==> src/rtl/hamming74_pkg.sv <==
// rtl/hamming74_pkg.sv - shared Hamming (7,4) widths, bit positions and syndrome function
package hamming74_pkg;

  localparam int CODE_W = 7;
  localparam int DATA_W = 4;
  localparam int SYN_W  = 3;

  // Hamming position p (1..7) lives at codeword bit index POS_BASE - p
  localparam logic [SYN_W-1:0] POS_BASE = 3'd7;

  // Data bit indices inside the {p1,p2,d3,p3,d2,d1,d0} layout
  localparam int IDX_D3 = 4;
  localparam int IDX_D2 = 2;
  localparam int IDX_D1 = 1;
  localparam int IDX_D0 = 0;

  // Returns {s3,s2,s1}; its value is the Hamming position of a single flipped bit
  function automatic logic [SYN_W-1:0] syndrome(input logic [CODE_W-1:0] c);
    logic s1, s2, s3;
    s1 = c[6] ^ c[4] ^ c[2] ^ c[0];
    s2 = c[5] ^ c[4] ^ c[1] ^ c[0];
    s3 = c[3] ^ c[2] ^ c[1] ^ c[0];
    return {s3, s2, s1};
  endfunction

endpackage

==> src/rtl/hamming74_syndrome.sv <==
// rtl/hamming74_syndrome.sv - combinational Hamming (7,4) syndrome generator
module hamming74_syndrome
  import hamming74_pkg::*;
(
  input  logic [CODE_W-1:0] code,
  output logic [SYN_W-1:0]  syn
);

  assign syn = syndrome(code);

endmodule

==> src/rtl/hamming74_decoder.sv <==
// rtl/hamming74_decoder.sv - two-stage pipelined Hamming (7,4) decoder with correction counter
module hamming74_decoder
  import hamming74_pkg::*;
#(
  parameter int CNT_W = 16
) (
  input  logic              clk,
  input  logic              rst,
  input  logic [CODE_W-1:0] code_in,
  input  logic              in_valid,
  output logic              in_ready,
  output logic [DATA_W-1:0] data_out,
  output logic              err_corrected,
  output logic [SYN_W-1:0]  syndrome_out,
  output logic              out_valid,
  input  logic              out_ready,
  input  logic              cnt_clear,
  output logic [CNT_W-1:0]  corr_count
);

  logic              stall;
  logic [SYN_W-1:0]  syn_in;
  logic [CODE_W-1:0] code1;
  logic [SYN_W-1:0]  syn1;
  logic              v1;
  logic [CODE_W-1:0] fixed;
  logic [SYN_W-1:0]  flip_idx;
  logic [DATA_W-1:0] data_fixed;

  // Whole pipeline freezes while the output word is held by downstream
  assign stall    = out_valid & ~out_ready;
  assign in_ready = ~stall;

  hamming74_syndrome u_syndrome (
    .code (code_in),
    .syn  (syn_in)
  );

  // S1: capture codeword and its syndrome; bubbles pass as v1=0
  always_ff @(posedge clk or negedge rst) begin
    if (!rst) begin
      v1    <= 1'b0;
      code1 <= '0;
      syn1  <= '0;
    end else if (!stall) begin
      v1 <= in_valid;
      if (in_valid) begin
        code1 <= code_in;
        syn1  <= syn_in;
      end
    end
  end

  // Flip the bit the syndrome points at, then pull out the data bits
  always_comb begin
    fixed    = code1;
    flip_idx = POS_BASE - syn1;
    if (syn1 != '0) begin
      fixed[flip_idx] = ~code1[flip_idx];
    end
    data_fixed = {fixed[IDX_D3], fixed[IDX_D2], fixed[IDX_D1], fixed[IDX_D0]};
  end

  // S2: register corrected word; fields hold their last value on bubbles
  always_ff @(posedge clk or negedge rst) begin
    if (!rst) begin
      out_valid     <= 1'b0;
      data_out      <= '0;
      err_corrected <= 1'b0;
      syndrome_out  <= '0;
    end else if (!stall) begin
      out_valid <= v1;
      if (v1) begin
        data_out      <= data_fixed;
        err_corrected <= (syn1 != '0);
        syndrome_out  <= syn1;
      end
    end
  end

  // Saturating count of delivered corrected words; clear wins over increment
  always_ff @(posedge clk or negedge rst) begin
    if (!rst) begin
      corr_count <= '0;
    end else if (cnt_clear) begin
      corr_count <= '0;
    end else if (out_valid && out_ready && err_corrected && (corr_count != '1)) begin
      corr_count <= corr_count + 1'b1;
    end
  end

endmodule

==> config.mk <==
export PLATFORM = sky130hd
export DESIGN_NAME = hamming74_decoder
export DESIGN_NICKNAME = d
export VERILOG_FILES = /design/src/rtl/hamming74_pkg.sv /design/src/rtl/hamming74_syndrome.sv /design/src/rtl/hamming74_decoder.sv
export SDC_FILE = /design/constraint.sdc
export NUM_CORES = 1
export LEC_CHECK = 0
export CAP_MARGIN = 25
export CORE_AREA = 2 2 78 80
export DETAILED_ROUTE_END_ITERATION = 6
export DIE_AREA = 0 0 80 82
export GPL_ROUTABILITY_DRIVEN = 0
export MAX_ROUTING_LAYER = met4
export SYNTH_ARGS = -nofsm -noshare
export SYNTH_HDL_FRONTEND = slang
export SYNTH_SLANG_ARGS = --single-unit
==> constraint.sdc <==
create_clock -name clk -period 3.05 [get_ports clk]
set_input_delay 0.915 -clock clk [delete_from_list [all_inputs] [get_ports clk]]
set_output_delay 0.915 -clock clk [all_outputs]
set_load 0.03 [all_outputs]
* Word level (Yosys, flattened, before mapping)
Cells that the tools add are included.
** Operators by class
- Equal/unequal tests :: 1
- Bitwise operators :: 13
- Reductions and logical operators :: 8
- $add $sub $neg :: 2
- Order comparisons :: 2
- Muxes and demuxes :: 8
** Operator list (count)
- 16-bit two-way mux :: 2
- 16-bit by 1-bit adder with 16-bit output (second input constant) :: 1
- 16-bit != test (second input constant) :: 1
- 1-bit bitwise XOR :: 9
- 7-bit bitwise mux :: 1
- 5-bit two-way mux :: 1
- 1-bit logical AND :: 4
- 3-bit by 4-bit < comparator with 1-bit output (second input constant) :: 1
- 2-bit AND reduction :: 2
- 1-bit binary-select mux with 3-bit select :: 1
- 1-bit demux with 3-bit select :: 1
- 3-bit by 1-bit greater-or-equal comparator with 1-bit output (second input constant) :: 1
- 1-bit NOT :: 3
- 3-bit nonzero test :: 1
- 3-bit subtractor (first input constant) :: 1
- 1-bit two-way mux :: 2
- 2-bit nonzero test :: 1
- 1-bit bitwise AND :: 1
** Storage, ports and cells
- Output and inout bits :: 26
- Logic and storage cells :: 42
- Input port bits :: 12
- Flip-flop bits (word level) :: 36

* Longest topological paths before layout
- Depth after elaboration :: 7
- Gate-level depth with buffers :: 5
- Depth with buffers taken out :: 5

* Cells and area by module
Synthesis repeated with hierarchy kept, for this count alone.
** Unflattened totals
- Cell total of the unflattened synthesis :: 161
- Area, all modules :: 1716.6 um^2
** By module, submodules not included
- hamming74_decoder :: area each 1646.6 um^2, instances 1, sequential area each 825.8 um^2, cells an instance 153
- hamming74_syndrome :: area each 70.1 um^2, instances 1, sequential area each 0.0 um^2, cells an instance 8

* Worst setup path before layout
Ideal clock, no wire load.
- Kind :: input to output
- Start point :: input out_ready
- End point :: output in_ready
- Required time :: 2.135 ns
- Path buffers :: 0
- Arrival :: 1.243 ns
- Setup slack :: 0.892 ns
- Stages on the path :: 1
- Path through :: nand2b_1
** Between the ends
- Longest elaborated chain between the ends :: 3
** Ends and longest elaborated chain
- start, declared :: line hamming74_decoder.sv:16 : input logic out_ready,
- 1-bit NOT :: line hamming74_decoder.sv:31 : assign stall = out_valid & ~out_ready;
- 1-bit bitwise AND :: line hamming74_decoder.sv:31
- 1-bit NOT (no line)
- end, declared :: line hamming74_decoder.sv:11 : output logic in_ready,
Every way passes these cells.

* Worst setup path in the final report
Same ends and word-level chain as after synthesis.

==> metrics.txt <==
outcome finished, final reports clean; fin area ~2200 µm²; ANT cells 0; Avg Inst Size Synth between 10 and 15 µm²; Seq/Total Area, Yosys 49.4%; fmax roughly 370 MHz; Die Wd ~80 µm; via count about 1400; CTS clk-pin slew, worst paths around 0.070 ns; Fin. Hold Viols 0; root buffer cell clkbuf_8; relative slew slack between 60% and 70%; I/O pin cnt 38; GRT overflow 0; largest family of logic cells by synthesized area simple AND/OR/NAND/NOR gates; routed vias/inst ~4.9; Post-Syn Nets about 180; die height 82 µm; Mapped Cells around 160; xor and xnor fraction of the mapped netlist area roughly 6.3%; initial antenna violation count 0; post-CTS setup buffers 0; Layout Cells excl Fill 280; Remaining DRCs 0; Max clock buf depth 2; final worst path period need ~2.7 ns; Tot GR Track Use around an eighth; placed inst area ~2100 µm²; crit end category primary output; Hold-fix buffers, CTS 0; Period Utilization, post-route 87.9%; RSZ-0062 raised after global routing false; crit path DAT ~1.8 ns; post-synthesis compound-gate area fraction 14.1%; Worst Max-Slew Pin Slew 0.502 ns; Lkg Pwr roughly 0.9 nW; synth warn 0; Util after Layout ~39%; number of synthesized register bits 33; Setup CP Type in2out; CTS tree built; fraction of layout cells with a size suffix above 1 approximately 11%; post-synthesis simple-gate area fraction a little over a fifth; Core ar. 5750 µm²; DRT iter0 DRCs between 60 and 70; global-route wire length before repair between 6000 and 7000 µm; crit path launch type input pin; power per cell area 566 nW/µm²; Worst Clk Skew ~0.0037 ns; post-route total power roughly 0.0013 W; Initial Util 29.1%; TritonRoute pass-1 iters 4; post-synth cell types 41; post-route ant nets 0; Setup TNS 0 ns; # Max-Cap Violations 0; average wire per standard cell 13.4 µm; most common cell after layout, fill and taps aside clkdlybuf4s50_1; Max stage delay on crit path 0.46 ns; Inst Count DP about 270; critical-path cell list clkdlybuf4s50_1 -> nand2b_1 -> buf_4; Fill cells 600; post-CTS sizing 0; # clock sinks 33; CP max-delay cell clkdlybuf4s50_1; leading cell types in the layout, fill and taps excluded clkdlybuf4s50_1, dfrtp_1, nand2_1, o21ai_0, a21oi_1; total die area 6560 µm²; Cell Area, Synth 1670 µm²; number of H-tree levels 2; HP Class reg2reg; area growth from synthesis to layout 33.2%; mux share of post-synthesis cell area ~6.2%; Final setup viols 0; Worst-Skew Late Latency 0.29 ns; number of global-route vias before repair 1356; CTS buffer count 5; peak supply drop between 300 and 400 µV; HPWL after DPL about 2700 µm; drt total wl 3750 µm; Final Max Tran Viols 0; Synth Area in Adders less than 1%; largest net degree at the start of global routing 34; Post-layout nets 218; count of input and output buffers 37; FP Rows 28; CP max FO 5; Worst Path Required between 2 and 2.5 ns
sequential cells by signal, indices dropped and copies added, names as in the netlist:
| signal | count |
|---|---|
| syndrome_out | 3 |
| syn1 | 3 |
| out_valid | 1 |
| corr_count | 16 |
| code1 | 4 |
| err_corrected | 1 |
| v1 | 1 |
| data_out | 4 |
metal layers:
| metal | wire length (µm) | vias up | GRT usage [%] | share of wire (%) |
|---|---|---|---|---|
| li1 | - | 679 | - | - |
| met5 | 0 | - | - | 0 |
| met1 | 1710 | 645 | 15.0 | 46 |
| met2 | 1810 | 32 | 21.9 | 48 |
| met4 | 72 | 0 | 5.59 | 1.9 |
| met3 | 159 | 8 | 2.64 | 4.2 |
final timing paths:
check	startpoint	cells after the start	endpoint	slack, ns
max	out_ready	3	in_ready	0.37
max reg2reg	corr_count[0]	5	corr_count[0]	1.13
min reg2reg	v1	2	out_valid	0.47
max in group asynchronous	rst	2	data_out[2]	1.71
min	v1	2	out_valid	0.47
min in group asynchronous	rst	2	corr_count[12]	1.03
through the flow:
step | hold slack (ns) | setup slack, ns
after floorplan | 0.436 | 0.892
after global routing | 0.494 | 0.308
after CTS | 0.471 | 0.366
after detailed placement | 0.452 | 0.341
after global placement | 0.452 | 0.384
final | 0.466 | 0.368
cell usage after synthesis:
cell type / number / area [µm²]
and4_1: 2 / 17.5
nor2b_2: 1 / 8.76
a21oi_1: 9 / 45.0
clkbuf_1: 3 / 11.3
a31oi_1: 1 / 6.26
o21ai_0: 16 / 80.1
nor4_1: 1 / 6.26
o31ai_1: 3 / 22.5
o41ai_1: 1 / 8.76
nand4_2: 1 / 12.5
nand3b_1: 1 / 7.51
nor2b_1: 1 / 6.26
nor4_4: 1 / 21.3
nand3_1: 6 / 30.0
o211ai_1: 1 / 7.51
xor2_1: 5 / 43.8
a211oi_1: 2 / 15.0
ha_1: 1 / 12.5
dfrtp_1: 33 / 826
nor2_1: 5 / 18.8
xnor2_1: 7 / 61.3
nand2_1: 20 / 75.1
a2111oi_0: 1 / 8.76
nand4_1: 4 / 25.0
nand4_4: 1 / 21.3
a311oi_2: 1 / 15.0
mux2_2: 7 / 78.8
o21bai_1: 1 / 7.51
inv_1: 4 / 15.0
or4_1: 3 / 22.5
o311a_1: 1 / 10.0
buf_2: 1 / 5.00
or3_1: 5 / 31.3
o311ai_0: 1 / 8.76
nor3b_1: 1 / 7.51
and3_1: 3 / 18.8
mux2i_1: 1 / 10.0
nor3_1: 3 / 15.0
nand2b_1: 1 / 6.26
and2_1: 1 / 6.26
mux2_4: 1 / 15.0
where the power goes:
part           internal [W]  switching (W)  leakage, nW
Sequential         0.000507      0.0000556        0.428
Combinational      0.000165       0.000197        0.414
Clock              0.000179       0.000156       0.0443
Total              0.000851       0.000409        0.886
area by class of cell:
class	instances	area [µm²]	area share, %
timing repair buffer	40	390	17.5
clock buffer	7	86.3	3.88
tap	75	93.8	4.22
multi-input combinational	121	815	36.6
sequential	33	826	37.1
inverter	4	15.0	0.675
cell families after synthesis:
group | after synthesis
XOR/XNOR | 12
adder cells (fa/ha/maj) | 1
buffers and inverters | 8
multiplexers | 9
AO/OA/AOI/OAI | 38
flip-flops | 33
AND/OR/NAND/NOR | 61
critical path: cells and delay by family:
kind / cells / cell delay [ns]
buffers and inverters: 2 / 0.65
and+or+nand+nor: 1 / 0.20
Note: power is estimated with default switching activity, not from simulation.
